### src/rtl/imem_loader.sv
// ----------------------------------------------------------------------------
// imem_loader
//
// Program loader for the instruction memory. It takes a framed byte stream:
//    SYNC_BYTE, N, 4*N data bytes (little-endian words), XOR checksum byte.
// Each assembled word is written once to the memory write port. The CPU is
// held in reset while a frame is in progress. A good checksum produces a
// one-cycle load_done pulse; a bad one sets the sticky load_err flag.
//
// Parameters
//    SYNC_BYTE  frame start marker
//    ADDR_BASE  byte address of the first written word (word aligned)
//
// Ports
//    clk        clock, rising edge
//    rst        asynchronous active-high reset
//    in_data    stream byte
//    in_valid   in_data valid
//    in_ready   loader accepts a byte this cycle (decoded from state)
//    mem_we     one-cycle write strobe to instruction memory
//    mem_addr   word-aligned byte address of the write (registered)
//    mem_wdata  word to write (registered)
//    cpu_hold   holds the core in reset during a load
//    load_done  one-cycle pulse on a frame with good checksum
//    load_err   sticky checksum-failure flag
// ----------------------------------------------------------------------------
module imem_loader #(
   parameter logic [7:0]  SYNC_BYTE = 8'hA5,
   parameter logic [31:0] ADDR_BASE = 32'h0000_0000
) (
   input  logic        clk,
   input  logic        rst,
   input  logic [7:0]  in_data,
   input  logic        in_valid,
   output logic        in_ready,
   output logic        mem_we,
   output logic [31:0] mem_addr,
   output logic [31:0] mem_wdata,
   output logic        cpu_hold,
   output logic        load_done,
   output logic        load_err
);

   typedef enum logic [2:0] {
      ST_SYNC,
      ST_COUNT,
      ST_DATA,
      ST_WRITE,
      ST_CSUM,
      ST_DONE
   } state_t;

   state_t      state_reg;
   logic [8:0]  count_reg;     // words in frame, 1..256
   logic [8:0]  index_reg;     // current word index
   logic [1:0]  lane_reg;      // byte lane within current word
   logic [7:0]  csum_reg;      // running XOR of data bytes
   logic [23:0] partial_reg;   // lanes 0..2 of the word being assembled

   logic        accept;
   logic [8:0]  index_next;

   // WRITE and DONE are the only cycles in which no byte is taken.
   assign in_ready   = (state_reg != ST_WRITE) && (state_reg != ST_DONE);
   assign accept     = in_valid && in_ready;
   assign index_next = index_reg + 9'd1;

   always_ff @(posedge clk or posedge rst) begin
      if (rst) begin
         state_reg   <= ST_SYNC;
         count_reg   <= 9'd0;
         index_reg   <= 9'd0;
         lane_reg    <= 2'd0;
         csum_reg    <= 8'd0;
         partial_reg <= 24'd0;
         mem_we      <= 1'b0;
         mem_addr    <= ADDR_BASE;
         mem_wdata   <= 32'd0;
         cpu_hold    <= 1'b0;
         load_done   <= 1'b0;
         load_err    <= 1'b0;
      end else begin
         // Strobes default low; they are raised for exactly one cycle.
         mem_we    <= 1'b0;
         load_done <= 1'b0;

         case (state_reg)
            ST_SYNC: begin
               // Non-sync bytes are consumed and dropped.
               if (accept && (in_data == SYNC_BYTE)) begin
                  state_reg <= ST_COUNT;
                  cpu_hold  <= 1'b1;
                  load_err  <= 1'b0;
                  index_reg <= 9'd0;
                  csum_reg  <= 8'd0;
                  lane_reg  <= 2'd0;
               end
            end

            ST_COUNT: begin
               if (accept) begin
                  // A count of 0 encodes a full 256-word image.
                  count_reg <= (in_data == 8'd0) ? 9'd256 : {1'b0, in_data};
                  state_reg <= ST_DATA;
               end
            end

            ST_DATA: begin
               if (accept) begin
                  csum_reg <= csum_reg ^ in_data;
                  lane_reg <= lane_reg + 2'd1;
                  case (lane_reg)
                     2'd0: partial_reg[7:0]   <= in_data;
                     2'd1: partial_reg[15:8]  <= in_data;
                     2'd2: partial_reg[23:16] <= in_data;
                     default: begin
                        // Last lane: word complete, present it registered so
                        // address/data are stable for the whole WRITE cycle.
                        mem_we    <= 1'b1;
                        mem_wdata <= {in_data, partial_reg};
                        mem_addr  <= ADDR_BASE + {21'd0, index_reg, 2'b00};
                        state_reg <= ST_WRITE;
                     end
                  endcase
               end
            end

            ST_WRITE: begin
               index_reg <= index_next;
               lane_reg  <= 2'd0;
               state_reg <= (index_next < count_reg) ? ST_DATA : ST_CSUM;
            end

            ST_CSUM: begin
               if (accept) begin
                  if (in_data == csum_reg) begin
                     load_done <= 1'b1;
                     state_reg <= ST_DONE;
                  end else begin
                     load_err  <= 1'b1;
                     cpu_hold  <= 1'b0;
                     state_reg <= ST_SYNC;
                  end
               end
            end

            ST_DONE: begin
               // Hold is released at the end of the done cycle.
               cpu_hold  <= 1'b0;
               state_reg <= ST_SYNC;
            end

            default: state_reg <= ST_SYNC;
         endcase
      end
   end

endmodule

### config.mk
export PLATFORM = sky130hd
export DESIGN_NAME = imem_loader
export DESIGN_NICKNAME = d
export VERILOG_FILES = /design/src/rtl/imem_loader.sv
export SDC_FILE = /design/constraint.sdc
export NUM_CORES = 1
export LEC_CHECK = 0
export CAP_MARGIN = 5
export CORE_MARGIN = 8
export CORE_UTILIZATION = 40
export DETAILED_ROUTE_END_ITERATION = 6
export HOLD_SLACK_MARGIN = 0.1
export PLACE_DENSITY = 0.74
export SYNTH_ARGS = -nofsm -noshare
export SYNTH_HDL_FRONTEND = slang
export SYNTH_SLANG_ARGS = --single-unit
### constraint.sdc
create_clock -name clk -period 3.9 [get_ports clk]
set_clock_uncertainty 0.2 [all_clocks]
set_input_delay 0.975 -clock clk [delete_from_list [all_inputs] [get_ports clk]]
set_output_delay 0.975 -clock clk [all_outputs]
set_load 0.1 [all_outputs]
==> flow_summary.ini, run 1 <==
[timing]
fin_crit_sh_pct = 77.3
rsz0062_at_grt = false
drv_slew = 0
hold_viol_final = 0
period_minus_slack_ns = 3.02
fin_setup_tns_ns = 0
fin_ws_ns = 0.884
worst_pin_slew_ns = 0.984
slew_headroom_pct = 34.2
finalSetupViolCount = 0
max_freq_mhz = 332

[worst_setup_path]
cp_slowest_cell = clkdlybuf4s50_1
rr_worst_depth = 8
critical_path_depth = 1
crit_path_end = mem_wdata[5]
worstSetupEndpointType = output pin
path_cells = clkdlybuf4s50_1
cp_num_buf_inv = 1
worst-r2r-setup-slack_ns = 1.04
cp_top_family = buffers and inverters
worst_r2r_endpoint = state_reg[2]
cp.arrival_ns = 1.84
startpoint = mem_wdata[5]
start_kind = flip-flop
cp_data_required_time_ns = 2.72
timing.rr.start = index_reg[0]
critPathMaxStageDelay_ns = 1.15
crit_fanout = 2
critPathKind = reg2out

[cts]
path_clk_slew_ns = 0.07
post-cts-setup-buffer-count = 0
clockBufferDepth = 2
hold_buffers = 0
cts_num_sinks = 100
clk_root_buffer_cell = clkbuf_16
numCtsBuffers = 9
cts_resized = 0
cts_htree_levels = 3
clock_latency_ns = 0.34
cts_tree = built

[power_and_ir_drop]
power.density_nw_per_um2 = 848
power_uw = 4620
ir_drop_v = 0.000489
p_leak_uw = 0.00262

[route]
drtAntennaViolNets = 0
firstDrtPassIters = 4
vias = 2982
drc = 0
wirelength_um = 9400
via_per_inst = 5.11
drtIter0Drc = 162
wl_per_cell_um = 16.1

[logic_synthesis]
synth_seq_cells = 100
synth_flop_cell = dfrtp_1
synth_edf_count = 0
avgSynthCellArea_um2 = 12.1
ys_warn_count = 0
yosys-top-cells-count = dfrtp_1, mux2_2, o21ai_0
postSynth.asyncResetShare_pct = 100
synthCells = 383
netlist_area_um2 = 4650
ys_types = 40
yosysMostFrequentCell = dfrtp_1
synth_area_leader_cell = dfrtp_1
synth_seq_area_share_pct = 53.9
yosysTopAreaCellShare_pct = 53.9
synth_area_leaders = dfrtp_1, mux2_2, buf_4, o21ai_0, ha_1

[place]
place_hpwl_um = 6750
place.gp.congestion = 0.781
pre_cts_slack_ns = 0.632
port-buffer-count = 56
dpl_cell_area_um2 = 5160

[cells_and_area]
synthToLayoutAreaGrowth_pct = 17.2
diodes = 0
final_layout_size_suffix_gt1_share_pct = 28.9
utilization_pct = 47.9
fillers = 1068
nNetsFinal = 459
largest_reg_flops = 32
postLayoutCellArea_um2 = 5440

[run]
cap_viol_max_count = 0

[die]
die_y_um = 124
io_pins = 80
start_util_pct = 40.9
die_w_um = 124
die_area_um2 = 15300
core_um2 = 11400
rows = 39

[global_route]
grt_max_degree = 52
antenna_found_initial = 0
gr-total-overflow = 0
grt_pass1_vias = 2977
grt_pass1_wl_um = 15500
grt.total_usage_pct = 13.0

[outcome]
status = finished clean

[worst_hold_path]
hp-class = reg2reg
==> routing by layer <==
| metal | track usage [%] | part of all wire (%) | wire [um] | vias up |
|---|---|---|---|---|
| li1 | - | - | - | 1387 |
| met4 | 3.46 | 1.1 | 99 | 0 |
| met2 | 20.6 | 48 | 4470 | 76 |
| met3 | 4.13 | 6.7 | 627 | 9 |
| met5 | 0 | 0 | 0 | - |
| met1 | 16.9 | 45 | 4200 | 1510 |
==> cells in the final DEF (no fill, tap or decap), drive strengths merged, types with 2 or more instances in the layout <==
| cell | netlist | layout |
|---|---|---|
| clkbuf | 3 | 11 |
| xor2 | 10 | 10 |
| and3 | 4 | 4 |
| xnor2 | 5 | 5 |
| nand3 | 9 | 9 |
| o21ai | 34 | 34 |
| ha | 13 | 13 |
| nand2 | 26 | 26 |
| a21o | 2 | 2 |
| inv | 15 | 18 |
| dfrtp | 100 | 100 |
| conb | 1 | 23 |
| nor2b | 4 | 4 |
| mux2 | 68 | 68 |
| nor3 | 2 | 2 |
| buf | 41 | 41 |
| nor4 | 3 | 3 |
| a21oi | 4 | 4 |
| nand4 | 3 | 3 |
| nor2 | 17 | 17 |
| a32o | 6 | 6 |
| clkdlybuf4s50 | 0 | 22 |
==> stage by stage <==
stage                     hold slack, ns  instances
after detailed placement           0.272        567
after CTS                          0.294        583
after global routing               0.317        583
after global placement             0.266        567
final                              0.288        583
after floorplan                    0.252        405
==> where the power goes <==
group	internal [uW]	leakage, uW	switching (uW)
sequential	1400	0.00129	262
combinational	624	0.00120	1480
clock	459	0.000137	390
total	2490	0.00262	2130
==> how the worst min path moves through the flow <==
stage / start / to / slack (ns) / cells after the start
after detailed placement: partial_reg[2] / mem_wdata[2] / 0.27 / 1
after CTS: partial_reg[3] / mem_wdata[3] / 0.29 / 1
after global routing: partial_reg[16] / mem_wdata[16] / 0.32 / 1
after global placement: partial_reg[21] / mem_wdata[21] / 0.27 / 1
final: partial_reg[3] / mem_wdata[3] / 0.29 / 1
after floorplan: partial_reg[21] / mem_wdata[21] / 0.25 / 1
==> area by class of cell <==
class                   instances  area [um^2]  share of cell area [%]
clock buffers                  11          243                    4.46
clock inverters                 5         42.5                   0.782
inverters                      15         58.8                    1.08
multi-input cells             246         1880                    34.5
flip-flops and latches        100         2500                    46.0
well taps                     143          179                    3.29
repair buffers                 63          541                    9.93
==> kinds of logic (layout without fill, tap and decap cells) <==
kind of cell | Yosys count | count (layout) | share of synthesized area [%]
adder cells (fa/ha/maj) | 13 | 13 | 3.50
other | 1 | 23 | 0.0807
flip-flops | 100 | 100 | 53.9
XOR/XNOR | 15 | 15 | 2.83
AO/OA/AOI/OAI | 54 | 54 | 7.38
AND/OR/NAND/NOR | 73 | 73 | 8.13
buffers and inverters | 59 | 94 | 7.65
multiplexers | 68 | 68 | 16.6
No activity file was read; power rests on OpenSTA's default activity.
==> run 2, diff against run 1 <==
PLACE_DENSITY = 0.71   (was 0.74)
clock period = 3.1 ns   (was 3.9 ns; I/O delays follow)
==> run 2 against run 1 <==
Against the previous run: total power rose by 25%; via count increased by 0.64%; sequential power up 24%; combinational power increased by 28%; clock power up 20%; global-route usage rose by 0.65 points; non-clock buffer count grew 9; cell count up 1.5%; design area is 0.67% higher; sequential share of layout area is 0.30 points lower; worst hold slack got worse by 0.0044 ns; worst setup slack worse by 0.58 ns.
==> flow_summary.ini, run 2 (same netlist as run 1, synthesis figures left out) <==
[outcome]
status = finished clean

[cells_and_area]
nNetsFinal = 468
synthToLayoutAreaGrowth_pct = 17.9
layout_commonest_cell = dfrtp_1
fillers = 1019
layout_common_cells = dfrtp_1, mux2_2, buf_4, o21ai_0, nand2_1
diodes = 0
final_layout_size_suffix_gt1_share_pct = 33.0
largest_reg_flops = 32
utilization_pct = 48.2

[worst_hold_path]
min_path_cells = 1
hp-class = reg2reg

[die]
die_y_um = 124
die_w_um = 124
rows = 39
io_pins = 80
core_um2 = 11400
die_area_um2 = 15300
start_util_pct = 40.9

[place]
place.gp.congestion = 0.878
port-buffer-count = 56
place_hpwl_um = 7160

[power_and_ir_drop]
ir_drop_v = 0.000524
p_leak_uw = 0.00268
power.density_nw_per_um2 = 1060

[global_route]
met1_usage_pct = 17.8
use_met2_pct = 21.3
grt_pass1_wl_um = 16100
grt_max_degree = 101
met3_usage_pct = 3.85
grt_pass1_vias = 3047
grt.total_usage_pct = 13.7
antenna_found_initial = 0
gr-total-overflow = 0
grt.busiest_layer = met2

[worst_setup_path]
crit_fanout = 7
critPathKind = reg2reg
rr_worst_depth = 8
cp.arrival_ns = 2.87
start_kind = flip-flop
worstSetupEndpointType = flip-flop
cp_data_required_time_ns = 3.18

[cts]
hold_buffers = 0
cts_num_sinks = 100
clk_root_buffer_cell = clkbuf_16
numCtsBuffers = 9
cts_resized = 0
cts_htree_levels = 3
path_clk_slew_ns = 0.07
cts_tree = built
clockBufferDepth = 2
post-cts-setup-buffer-count = 0
clock_latency_ns = 0.34

[route]
drtAntennaViolNets = 0
wl_per_cell_um = 16.6
drc = 0
via_per_inst = 5.07
wirelength_um = 9840
firstDrtPassIters = 4
vias = 3001
drtIter0Drc = 207

[timing]
rsz0062_at_grt = false
slew_headroom_pct = 60.5
fin_crit_sh_pct = 90.0
worst_pin_slew_ns = 0.585
finalSetupViolCount = 0
hold_viol_final = 0
period_minus_slack_ns = 2.79
max_freq_mhz = 358
fin_setup_tns_ns = 0
drv_slew = 0

[run]
cap_viol_max_count = 0
## run 2: metrics by stage
stage	hold WS, ns	worst slack [ns]	instances	instance area [um^2]	total power, uW
after floorplan	0.252	-0.122	405	4730	4220
after detailed placement	0.269	0.141	576	5210	4810
after global placement	0.263	0.186	576	5210	4730
after global routing	0.312	0.0956	592	5480	6110
final	0.283	0.309	592	5480	5790
after CTS	0.284	0.293	592	5480	5850
## run 2: power by group
| group | switching [uW] | internal (uW) | total, uW |
|---|---|---|---|
| Sequential | 305 | 1770 | 2070 |
| Combinational | 1890 | 801 | 2690 |
| Clock | 482 | 543 | 1020 |
## run 2: per-layer routing
metal  vias to the layer above  share of wire, %
li1                       1403                 -
met1                      1506                44
met2                        81                47
met3                        11               7.6
met4                         0               1.4
met5                         -                 0
## run 2: final cells by class
| type | instances | area, um^2 | share of cell area, % |
|---|---|---|---|
| inverter | 15 | 60.1 | 1.10 |
| tap | 143 | 179 | 3.27 |
| clock buffer | 10 | 229 | 4.18 |
| multi-input combinational | 246 | 1880 | 34.3 |
| clock inverter | 6 | 41.3 | 0.754 |
| sequential | 100 | 2500 | 45.7 |
| timing repair buffer | 72 | 591 | 10.8 |
## run 2: worst paths after layout
kind | start | slack, ns | to
max in group asynchronous | rst | 1.57 | partial_reg[0]
min in group asynchronous | rst | 0.72 | mem_wdata[13]
hold / removal | partial_reg[21] | 0.28 | mem_wdata[21]
setup / recovery | index_reg[0] | 0.31 | state_reg[2]
setup reg to reg | index_reg[0] | 0.31 | state_reg[2]
hold reg to reg | partial_reg[21] | 0.28 | mem_wdata[21]
## run 2: worst max-delay path, cell delays in order (launching register included)
cell,delay [ns]
dfrtp_1,0.47
ha_1,0.28
and3_1,0.26
nand3_1,0.11
xnor2_1,0.17
ha_1,0.30
nand4_1,0.12
o311ai_0,0.57
a32o_1,0.24
